<file path="config.mk">
export PLATFORM = sky130hd
export DESIGN_NAME = seq_signed_divider
export DESIGN_NICKNAME = d
export VERILOG_FILES = /design/src/rtl/mult_div_pkg.sv /design/src/rtl/div_step.sv /design/src/rtl/seq_signed_divider.sv
export SDC_FILE = /design/constraint.sdc
export NUM_CORES = 1
export LEC_CHECK = 0
export CAP_MARGIN = 0
export CELL_PAD_IN_SITES_DETAIL_PLACEMENT = 0
export CELL_PAD_IN_SITES_GLOBAL_PLACEMENT = 2
export CORE_ASPECT_RATIO = 1.1
export CORE_MARGIN = 10
export CORE_UTILIZATION = 31
export DETAILED_ROUTE_END_ITERATION = 7
export PLACE_DENSITY_LB_ADDON = 0.05
export SETUP_SLACK_MARGIN = 0.2
export SYNTH_ARGS = -nofsm -noshare
export SYNTH_HDL_FRONTEND = slang
export SYNTH_SLANG_ARGS = --single-unit
export TNS_END_PERCENT = 1
</file>
<file path="constraint.sdc">
create_clock -name clk -period 5.7 [get_ports clk]
set_clock_uncertainty 0.05 [all_clocks]
set_input_delay 1.14 -clock clk [delete_from_list [all_inputs] [get_ports clk]]
set_output_delay 1.14 -clock clk [all_outputs]
set_load 0.01 [all_outputs]
</file>
<file path="src/rtl/mult_div_pkg.sv">
// Shared types and helpers for the sequential multiply/divide blocks.
// Latency: n/a (declarations only).
// Backpressure: n/a.
package mult_div_pkg;

    localparam int DEF_WIDTH = 32;
    // Widest operand the helper functions handle.
    localparam int MAX_WIDTH = 64;

    typedef enum logic [1:0] {
        IDLE = 2'd0,
        CALC = 2'd1,
        FIX  = 2'd2,
        DONE = 2'd3
    } state_e;

    // Unsigned magnitude of a two's complement value whose sign bit is neg.
    // The caller zero-extends to MAX_WIDTH and truncates the result back,
    // so the most negative value maps to 2^(w-1) without loss.
    // The same helper also applies a sign to a magnitude.
    function automatic logic [MAX_WIDTH-1:0] abs_u(input logic [MAX_WIDTH-1:0] x,
                                                   input logic neg);
        return neg ? (~x + 1'b1) : x;
    endfunction

endpackage

</file>
<file path="src/rtl/div_step.sv">
// One restoring-division step over a {rem, quo} register pair.
// Latency: combinational.
// Backpressure: none; the caller decides when to register the result.
module div_step
    import mult_div_pkg::*;
#(
    parameter int WIDTH = DEF_WIDTH
) (
    input  logic [2*WIDTH-1:0] rq_in,
    input  logic [WIDTH-1:0]   dmag,
    output logic [2*WIDTH-1:0] rq_out
);

    logic [2*WIDTH-1:0] shifted;
    logic [WIDTH:0]     trial;

    // Shift in the next dividend bit, try a subtract, keep it if no borrow.
    // The partial remainder stays below |B| <= 2^(WIDTH-1), so after the
    // shift it still fits in WIDTH bits; bit WIDTH of trial is the borrow.
    always_comb begin
        shifted = {rq_in[2*WIDTH-2:0], 1'b0};
        trial   = {1'b0, shifted[2*WIDTH-1:WIDTH]} - {1'b0, dmag};
        rq_out  = shifted;
        if (!trial[WIDTH]) begin
            rq_out[2*WIDTH-1:WIDTH] = trial[WIDTH-1:0];
            rq_out[0]               = 1'b1;
        end
    end

endmodule

</file>
<file path="src/rtl/seq_signed_divider.sv">
// Multi-cycle signed divider: truncating quotient and remainder, flags for /0 and MIN/-1.
// Latency: WIDTH+1 enabled edges after the load edge (1 for divide by zero).
// Backpressure: en=0 freezes everything; load is ignored while busy.
module seq_signed_divider
    import mult_div_pkg::*;
#(
    parameter int WIDTH = DEF_WIDTH
) (
    input  logic             clk,
    input  logic             rst,
    input  logic             en,
    input  logic             load,
    input  logic [WIDTH-1:0] A,
    input  logic [WIDTH-1:0] B,
    output logic [WIDTH-1:0] Q,
    output logic [WIDTH-1:0] R,
    output logic             busy,
    output logic             done,
    output logic             div_by_zero,
    output logic             overflow
);

    localparam logic [1:0] ST_IDLE = IDLE;
    localparam logic [1:0] ST_CALC = CALC;
    localparam logic [1:0] ST_FIX  = FIX;
    localparam logic [1:0] ST_DONE = DONE;

    localparam int               CW      = $clog2(WIDTH + 1);
    localparam logic [CW-1:0]    LAST    = CW'(WIDTH - 1);
    localparam logic [WIDTH-1:0] MIN_VAL = {1'b1, {(WIDTH-1){1'b0}}};

    logic [1:0]         state;
    logic [CW-1:0]      cnt;
    logic [2*WIDTH-1:0] rq;
    logic [2*WIDTH-1:0] rq_nxt;
    logic [WIDTH-1:0]   dmag;
    logic               sa;
    logic               sb;
    logic               dz_p;
    logic               ov_p;

    logic [WIDTH-1:0]   abs_a;
    logic [WIDTH-1:0]   abs_b;
    logic [WIDTH-1:0]   q_fix;
    logic [WIDTH-1:0]   r_fix;
    logic               start;

    div_step #(.WIDTH(WIDTH)) u_step (
        .rq_in  (rq),
        .dmag   (dmag),
        .rq_out (rq_nxt)
    );

    // Operand magnitudes and signed fix-up of the finished quotient/remainder.
    // On divide by zero the quotient half still holds |A|, so re-signing it
    // with sA reproduces A for the remainder.
    always_comb begin
        abs_a = WIDTH'(abs_u(MAX_WIDTH'(A), A[WIDTH-1]));
        abs_b = WIDTH'(abs_u(MAX_WIDTH'(B), B[WIDTH-1]));
        start = en && load && (state == ST_IDLE || state == ST_DONE);
        if (dz_p) begin
            q_fix = '1;
            r_fix = WIDTH'(abs_u(MAX_WIDTH'(rq[WIDTH-1:0]), sa));
        end else begin
            q_fix = WIDTH'(abs_u(MAX_WIDTH'(rq[WIDTH-1:0]), sa ^ sb));
            r_fix = WIDTH'(abs_u(MAX_WIDTH'(rq[2*WIDTH-1:WIDTH]), sa));
        end
    end

    // FSM, step counter, operand capture and result registers.
    always_ff @(posedge clk or posedge rst) begin
        if (rst) begin
            state       <= ST_IDLE;
            cnt         <= '0;
            rq          <= '0;
            dmag        <= '0;
            sa          <= 1'b0;
            sb          <= 1'b0;
            dz_p        <= 1'b0;
            ov_p        <= 1'b0;
            Q           <= '0;
            R           <= '0;
            busy        <= 1'b0;
            done        <= 1'b0;
            div_by_zero <= 1'b0;
            overflow    <= 1'b0;
        end else if (en) begin
            if (start) begin
                rq          <= {{WIDTH{1'b0}}, abs_a};
                dmag        <= abs_b;
                sa          <= A[WIDTH-1];
                sb          <= B[WIDTH-1];
                dz_p        <= (B == '0);
                ov_p        <= (A == MIN_VAL) && (B == '1);
                cnt         <= '0;
                busy        <= 1'b1;
                done        <= 1'b0;
                div_by_zero <= 1'b0;
                overflow    <= 1'b0;
                state       <= (B == '0) ? ST_FIX : ST_CALC;
            end else begin
                case (state)
                    ST_CALC: begin
                        rq  <= rq_nxt;
                        cnt <= cnt + 1'b1;
                        if (cnt == LAST) begin
                            state <= ST_FIX;
                        end
                    end
                    ST_FIX: begin
                        Q           <= q_fix;
                        R           <= r_fix;
                        div_by_zero <= dz_p;
                        overflow    <= ov_p;
                        done        <= 1'b1;
                        busy        <= 1'b0;
                        state       <= ST_DONE;
                    end
                    default: ;
                endcase
            end
        end
    end

endmodule

</file>
==> results of run 1 <==
-- flip-flops by register name, indices dropped and copies added, names as in the netlist --
register,count
cnt,6
ov_p,1
sa,1
Q,32
state,2
div_by_zero,1
dmag,32
busy,1
sb,1
rq,64
dz_p,1
overflow,1
R,32
done,1
-- cell usage after synthesis, types with 24 or more instances --
cell / n / share of area, %
o31ai_1: 42 / 2.6
nor2_1: 102 / 3.1
o21ai_0: 159 / 6.5
dfrtp_1: 176 / 36
clkbuf_1: 84 / 2.6
xor2_1: 98 / 7.0
xnor2_1: 73 / 5.2
a21oi_1: 99 / 4.0
nand2_1: 207 / 6.3
a22oi_1: 24 / 1.5
inv_1: 51 / 1.6
ha_1: 41 / 4.2
o211ai_1: 27 / 1.6
nor3_1: 33 / 1.3
-- worst min-delay path: stages (launching register included) --
cell and delay [ps]:
dfrtp_1 340, nand2_1 50, nand2_1 60
-- power by group through the flow --
stage	Clock (mW)	Sequential (mW)	Combinational, mW
5_1_grt	1.45	2.32	4.54
3_3_place_gp	0	2.29	4.10
6_report	1.38	2.25	4.05
4_1_cts	1.41	2.27	4.12
3_5_place_dp	0	2.29	4.09
2_1_floorplan	0	2.05	2.75
-- layout by cell type (no fill, tap or decap), drive strengths merged, types with 42 or more instances in the layout --
master,count
nor2,102
inv,51
xor2,98
o31ai,42
nand2,207
clkdlybuf4s50,135
a21oi,99
o21ai,162
xnor2,73
dfrtp,176
-- kinds of logic (layout without fill, tap and decap cells) --
logic type / count (synthesis) / count (layout) / share of synthesized area (%)
AOI/OAI and AO/OA: 459 / 459 / 23.3
DFF: 176 / 176 / 35.8
xor gates and xnor gates: 171 / 171 / 12.2
buffers and inverters: 148 / 244 / 4.57
muxes: 12 / 12 / 1.10
and+or+nand+nor: 486 / 486 / 18.7
adders and majority gates: 42 / 42 / 4.33
-- metal layers --
layer,vias to the layer above,part of all wire [%]
met3,35,2.8
met1,5347,44
met4,0,2.6
li1,5517,-
met2,175,51
met5,-,0
-- worst max-delay path by stage --
stage	start	slack [ps]	depth (start not counted)	end
detailed placement	B[3]	1230	9	state[0]
CTS	A[15]	1710	9	rq[29]
floorplan	A[17]	1870	8	rq[29]
finish	A[15]	1680	9	rq[29]
global placement	B[2]	1240	9	state[0]
global route	B[7]	1570	9	state[0]
-- cell type report --
cell class | count | area, um^2
timing repair buffer | 161 | 1560
inverter | 51 | 195
multi-input combinational | 1170 | 7360
tap | 507 | 634
clock buffer | 23 | 458
clock inverter | 9 | 205
fill | 4132 | 24400
sequential | 176 | 4410
-- metrics by stage --
step / utilization (%) / worst slack (ps)
final: 37.8 / 1680
after global routing: 37.8 / 1570
after CTS: 37.8 / 1710
after detailed placement: 36.1 / 1230
after global placement: 36.1 / 1240
after floorplan: - / 1870
==> reports/metrics.cfg, run 1 <==
[finish]
syn_to_final_growth_pct = 20.4
final_layout_size_suffix_gt1_share_pct = 5.91
layout.nets = 1687
diodes = 0
instances_no_fill = 2097
design_area_um2 = 14800

[clock_tree]
cts_root_buffer = clkbuf_16
cts_max_path_buffers = 2
numCtsBuffers = 17
hold_buffers = 0
path_clk_slew_ps = 70
clkLatencyLatePin_ps = 450
cts_setup_buffers = 0
tritoncts = done
postCtsResizedCells = 0
htreeDepth = 4
cts_sinks = 176

[global_route]
use_met1_pct = 23.0
overflow = 0
grt_pass1_vias = 11200
grt_usage_pct = 18.6
grt_pass1_wl_um = 69800
use_met3_pct = 2.57
antenna_found_initial = 0
grt_busiest_layer = met2
met2_usage_pct = 32.4
grt_max_degree = 105

[synth]
syn-num-nets = 1604
ys_seq_area_share_pct = 35.8
syn_avg_cell_area_um2 = 8.24
syn_area_um2 = 12300
ys.flop_type = dfrtp_1
synth_seq_cells = 176
netlist-cell-type-count = 68
synth_edf_count = 0
yosys_warnings = 0
async_reset_ff_share_pct = 100
netlist_instances = 1494

[route]
vias_per_cell = 5.28
firstDrtPassIters = 5
wire_per_inst_um = 21.4
drt-initial-drc-count = 572
via_count = 11100
wl_um = 44900
drc = 0
antenna_left = 0

[worst_hold_path]
worstHoldStart = R[23]
hold_path.class = register to register
hold_end = R[23]
hold_path_depth = 2

[worst_setup_path]
cp_num_buf_inv = 1
startpoint_type = input pin
crit_path_frequent_cell = or4_4
critical_path_arrival_ps = 4300
r2r_end = rq[62]
slowest_stage = or4_4
reg2reg_depth = 13
crit_chain = clkdlybuf4s50_1 > or4_4 > or4_4 > or4_4 > or3_4 > or3_4 > nor3_2 > mux2i_1 > o211ai_2
crit_fanout = 4
critPathKind = input pin to register
worstPathRequired_ps = 5970
rrSetupSlack_ps = 1840
slowest_delay_ps = 570
cp-end-kind = register
critPathTopFamily = simple AND/OR/NAND/NOR gates
r2r_start = rq[31]

[sta]
setup_violations = 0
finalMaxSlewViolations = 0
hold_ws_ps = 431
period_share_pct = 70.5
max_slew_margin_pct = 30.2
tns_ps = 0
max_freq_mhz = 249
final_hold_viol_count = 0
grt_setup_unrepaired = no
period_needed_ps = 4020
tightest_slew_ps = 1040

[placement]
post-dp-hpwl_um = 34400
dp.cells = 2065
port-buffer-count = 135
gp_congestion = 0.849
post_dp_cell_area_um2 = 14200

[power_and_ir_drop]
combPwrFrac_pct = 52.8
power.internal_mw = 4.19
power.total_mw = 7.68
p_sw_share_pct = 45.4
ir_worst_vdd_v = 0.000239
p_leak_nw = 6.14
p_switching_mw = 3.49
clockPowerShare_pct = 17.9
p_seq_share_pct = 29.3
power_density_nw_per_um2 = 518

[floorplanning]
die-area_um2 = 48100
io-pin-count = 136
die_w_um = 210
core_um2 = 39200
initial_core_util_pct = 31.4
rows = 76
fp.dieH_um = 229

[status]
outcome = complete, no violations

[run]
drv_cap = 0

(Power assumes the default switching activity.)
==> inputs of run 2 (changes only) <==
- CORE_UTILIZATION: 31 -> 35
- clock period: 5.7 -> 3.88 ns (I/O delays scaled with it)
==> run 2 against run 1 <==
Net effect: power grew 48%; register-to-register slack lost 1400 ps; setup slack worse by 1400 ps; routed wire length is 1.9% lower; non-clock buffer count grew 84; count of clock-buffer cells in the layout decreased by 1; final cell count increased by 0.72%; critical path depth did not move; clock power is 37% higher; combinational power is 57% higher; final area is 3.6% higher; core utilization grew 6.7 points; critical path type unchanged; largest power group unchanged.
==> reports/metrics.cfg, run 2 (synthesis gave the netlist of run 1 again) <==
[status]
outcome = complete, no violations

[finish]
diodes = 0
final_common_cell = nand2_1
fill_cells = 3496
max_flop_register = rq
layout.nets = 1771
final_layout_size_suffix_gt1_share_pct = 10.9
final_cell_mix = nand2_1, dfrtp_1, o21ai_0, clkdlybuf4s50_1, buf_4
syn_to_final_growth_pct = 24.8
largest_reg_flops = 64

[global_route]
grt_max_degree = 61
grt_pass1_wl_um = 68300
grt_usage_pct = 20.4
overflow = 0
grt_pass1_vias = 11400
antenna_found_initial = 0

[worst_setup_path]
crit_fanout = 4
slowest_delay_ps = 560
cp_num_buf_inv = 1
slowest_stage = or4_4
critPathTopFamily = simple AND/OR/NAND/NOR gates
cp-end-kind = register
rrSetupSlack_ps = 460
crit_path_frequent_cell = or4_4
worstPathRequired_ps = 4140
crit_chain = clkdlybuf4s50_1 > or4_4 > or4_4 > or4_4 > or3_4 > or3_4 > nor3_2 > mux2i_1 > o211ai_2
critical_path_arrival_ps = 3830
startpoint_type = input pin
critPathKind = input pin to register

[route]
drt-initial-drc-count = 687
wl_um = 44000
vias_per_cell = 5.44
via_count = 11500
antenna_left = 0
wire_per_inst_um = 20.8
firstDrtPassIters = 5
drc = 0

[sta]
tightest_slew_ps = 1210
tns_ps = 0
period_share_pct = 92.0
grt_setup_unrepaired = yes
max_slew_margin_pct = 19.6
max_freq_mhz = 280
setup_violations = 0
hold_ws_ps = 427
period_needed_ps = 3570
final_hold_viol_count = 0
finalMaxSlewViolations = 0

[clock_tree]
numCtsBuffers = 17
tritoncts = done
htreeDepth = 4
path_clk_slew_ps = 70
cts_max_path_buffers = 2
clkLatencyLatePin_ps = 440
hold_buffers = 0
cts_root_buffer = clkbuf_16
cts_setup_buffers = 0
cts_sinks = 176

[run]
drv_cap = 0

[floorplanning]
fp.dieH_um = 217
io-pin-count = 136
rows = 71
die-area_um2 = 43100
initial_core_util_pct = 35.7
core_um2 = 34500
die_w_um = 199

[placement]
post-dp-hpwl_um = 34000
port-buffer-count = 135
gp_congestion = 0.876

[power_and_ir_drop]
p_leak_nw = 6.54
power_density_nw_per_um2 = 742
power.total_mw = 11.4
ir_worst_vdd_v = 0.000336

[worst_hold_path]
hold_path.class = register to register

-- run 2: cell types whose count changed in the layout (fill, tap and decap cells not counted), moves of 2 or more --
cell	change
clkinv_4	+2
clkbuf_8	+2
clkbuf_1	-3
bufinv_16	-3
buf_12	+2
buf_4	+82
-- run 2: worst paths after layout --
path | startpoint | to | cells after the start
setup / recovery | A[17] | rq[29] | 9
hold / removal | R[1] | R[1] | 2
setup reg to reg | rq[31] | rq[46] | 13
hold reg to reg | R[1] | R[1] | 2
max in group asynchronous | rst | rq[49] | 3
min in group asynchronous | rst | R[21] | 2
-- run 2: layout make-up --
cell class	count	area (um^2)	area share, %
clock buffers	22	474	3.09
flip-flops and latches	176	4410	28.7
clock inverters	10	151	0.986
multi-input cells	1170	7370	48.0
inverters	51	195	1.27
well taps	438	548	3.57
repair buffers	245	2210	14.4
-- run 2: per-layer routing --
layer  global-route usage (%)  part of all wire (%)
met3                     3.04                   3.7
met2                     35.7                    51
met5                        0                     0
met4                     7.20                   2.9
met1                     24.7                    43
-- run 2: worst register-to-register path, delay by kind of cell (launching register included) --
family	cells	cell delay, ps
and+or+nand+nor	2	260
AOI/OAI and AO/OA	6	1540
DFF	1	360
adders and majority gates	2	590
buffers and inverters	3	510
-- run 2: where the power goes --
| group | switching [mW] | internal (mW) |
|---|---|---|
| clock | 0.814 | 1.08 |
| sequential | 0.684 | 2.48 |
| combinational | 3.69 | 2.64 |
-- run 2: through the flow --
stage | cells | worst slack (ps) | instance area [um^2] | utilization, %
after floorplan | 1494 | 414 | 12300 | -
after global placement | 2080 | -113 | 14700 | 42.7
after detailed placement | 2080 | -128 | 14700 | 42.7
after CTS | 2112 | 335 | 15400 | 44.5
after global routing | 2112 | 175 | 15400 | 44.6
final | 2112 | 310 | 15400 | 44.6
-- run 2: timing repair --
item,CTS,global route
hold endpoints to repair,0,0
resized for setup,0,1
setup endpoints to repair,0,26
==> inputs of run 3 (changes only) <==
- CTS_BUF_LIST: not set -> sky130_fd_sc_hd__clkbuf_16
- HOLD_SLACK_MARGIN: not set -> 0.05
==> run 3 against run 2 <==
Net effect: die area stayed put; sequential power about the same; critical path depth did not move; final area fell by 0.20%; count of clock-buffer cells in the layout fell by 5; power decreased by 0.56%; routed wire length grew 0.14%; highest routed layer unchanged.
==> reports/metrics.cfg, run 3 (synthesis gave the netlist of run 1 again) <==
[finish]
diodes = 0
design_area_um2 = 15300
max_flop_register = rq
fill_cells = 3500
final_common_cell = nand2_1
syn_to_final_growth_pct = 24.5
final_layout_size_suffix_gt1_share_pct = 10.7
final_cell_mix = nand2_1, dfrtp_1, o21ai_0, clkdlybuf4s50_1, buf_4
multi_input_area_um2 = 7370
fin_util_pct = 44.5
final-seq-area_um2 = 4410
layout.nets = 1771
largest_reg_flops = 64

[clock_tree]
clkLatencyLatePin_ps = 450
path_clk_slew_ps = 70
numCtsBuffers = 17
cts_setup_buffers = 0
cts_max_path_buffers = 2
cts_sinks = 176
htreeDepth = 4
cts_root_buffer = clkbuf_16
tritoncts = done

[sta]
final_hold_viol_count = 0
grt_setup_unrepaired = yes
hold_ws_ps = 427
setup_violations = 0
tightest_slew_ps = 1210
max_slew_margin_pct = 19.2
setup_ws_ps = 329
max_freq_mhz = 282
finalMaxSlewViolations = 0
period_share_pct = 91.5
period_needed_ps = 3550

[worst_setup_path]
startpoint_type = input pin
worstPathRequired_ps = 4150
crit_end = rq[29]
rrSetupSlack_ps = 460
crit_fanout = 4
r2r_end = rq[46]
critical_path_arrival_ps = 3820
cp-end-kind = register
critPathKind = input pin to register
r2r_start = rq[31]
critPathLaunch = A[17]
reg2reg_depth = 13

[worst_hold_path]
hold_path.class = register to register

[placement]
post_dp_cell_area_um2 = 14700
post-dp-hpwl_um = 34000
pre_cts_ws_ps = -128
port-buffer-count = 135
gp_congestion = 0.876

[global_route]
grt_usage_pct = 20.4
grt_pass1_wl_um = 68400
grt_max_degree = 61
grt_pass1_vias = 11400
use_met3_pct = 2.67
grt_busiest_layer = met2
overflow = 0
met2_usage_pct = 36.5
use_met1_pct = 24.8
antenna_found_initial = 0

[power_and_ir_drop]
p_leak_nw = 6.54
ir_worst_vdd_v = 0.000347
power_density_nw_per_um2 = 739

[floorplanning]
io-pin-count = 136
rows = 71
fp.dieH_um = 217
core_um2 = 34500
initial_core_util_pct = 35.7
die_w_um = 199
die-area_um2 = 43100

[status]
outcome = complete, no violations

[run]
drv_cap = 0

[route]
drt-initial-drc-count = 731
antenna_left = 0
drc = 0
wl_um = 44100
vias_per_cell = 5.44
firstDrtPassIters = 4
wire_per_inst_um = 20.9
via_count = 11500

[run 3: cell types whose count changed in the layout (fill, tap and decap cells not counted)]
cell | previous run | this run
clkbuf_1 | 2 | 0
clkbuf_8 | 3 | 0
clkinv_1 | 0 | 3
inv_1 | 50 | 52
[run 3: through the flow]
stage	instances	TNS [ps]	power (mW)
2_1_floorplan	1494	0	7.05
3_3_place_gp	2080	-122	9.54
3_5_place_dp	2080	-190	9.56
4_1_cts	2112	0	11.4
5_1_grt	2112	0	12.2
6_report	2112	0	11.3
[run 3: what timing repair did]
| item | CTS | global route |
|---|---|---|
| endpoints found under the setup margin | 0 | 26 |
| resized for setup | 0 | 1 |
| hold buffers | 0 | 0 |
[run 3: power breakdown]
part           switching, mW  internal [mW]  total, mW
Sequential             0.687           2.48       3.17
Combinational           3.68           2.64       6.33
Clock                  0.821           1.01       1.83
Total                   5.19           6.14       11.3
[run 3: worst min-delay path by stage]
stage              from       end  slack, ps  cells after the start
6_report          R[23]     R[23]        430                      2
3_3_place_gp       Q[0]      Q[0]        400                      2
4_1_cts            Q[0]      Q[0]        430                      2
2_1_floorplan  dmag[31]  dmag[31]        390                      2
3_5_place_dp      R[20]     R[20]        410                      2
5_1_grt            Q[0]      Q[0]        450                      2
[run 3: worst max-delay path, stage by stage]
cell	delay, ps
clkdlybuf4s50_1	430
or4_4	560
or4_4	440
or4_4	440
or3_4	380
or3_4	360
nor3_2	130
mux2i_1	230
o211ai_2	90
[run 3: cell type report]
cell class / instances / share of cell area [%]
timing repair buffer: 245 / 14.4
inverter: 51 / 1.27
clock buffer: 17 / 2.78
multi-input combinational: 1170 / 48.1
tap: 438 / 3.58
clock inverter: 15 / 1.11
sequential: 176 / 28.7
[run 3: metal layers]
layer,vias up,part of all wire [%]
met5,-,0
met4,0,2.0
met3,38,3.0
met2,176,52
met1,5597,43
li1,5670,-
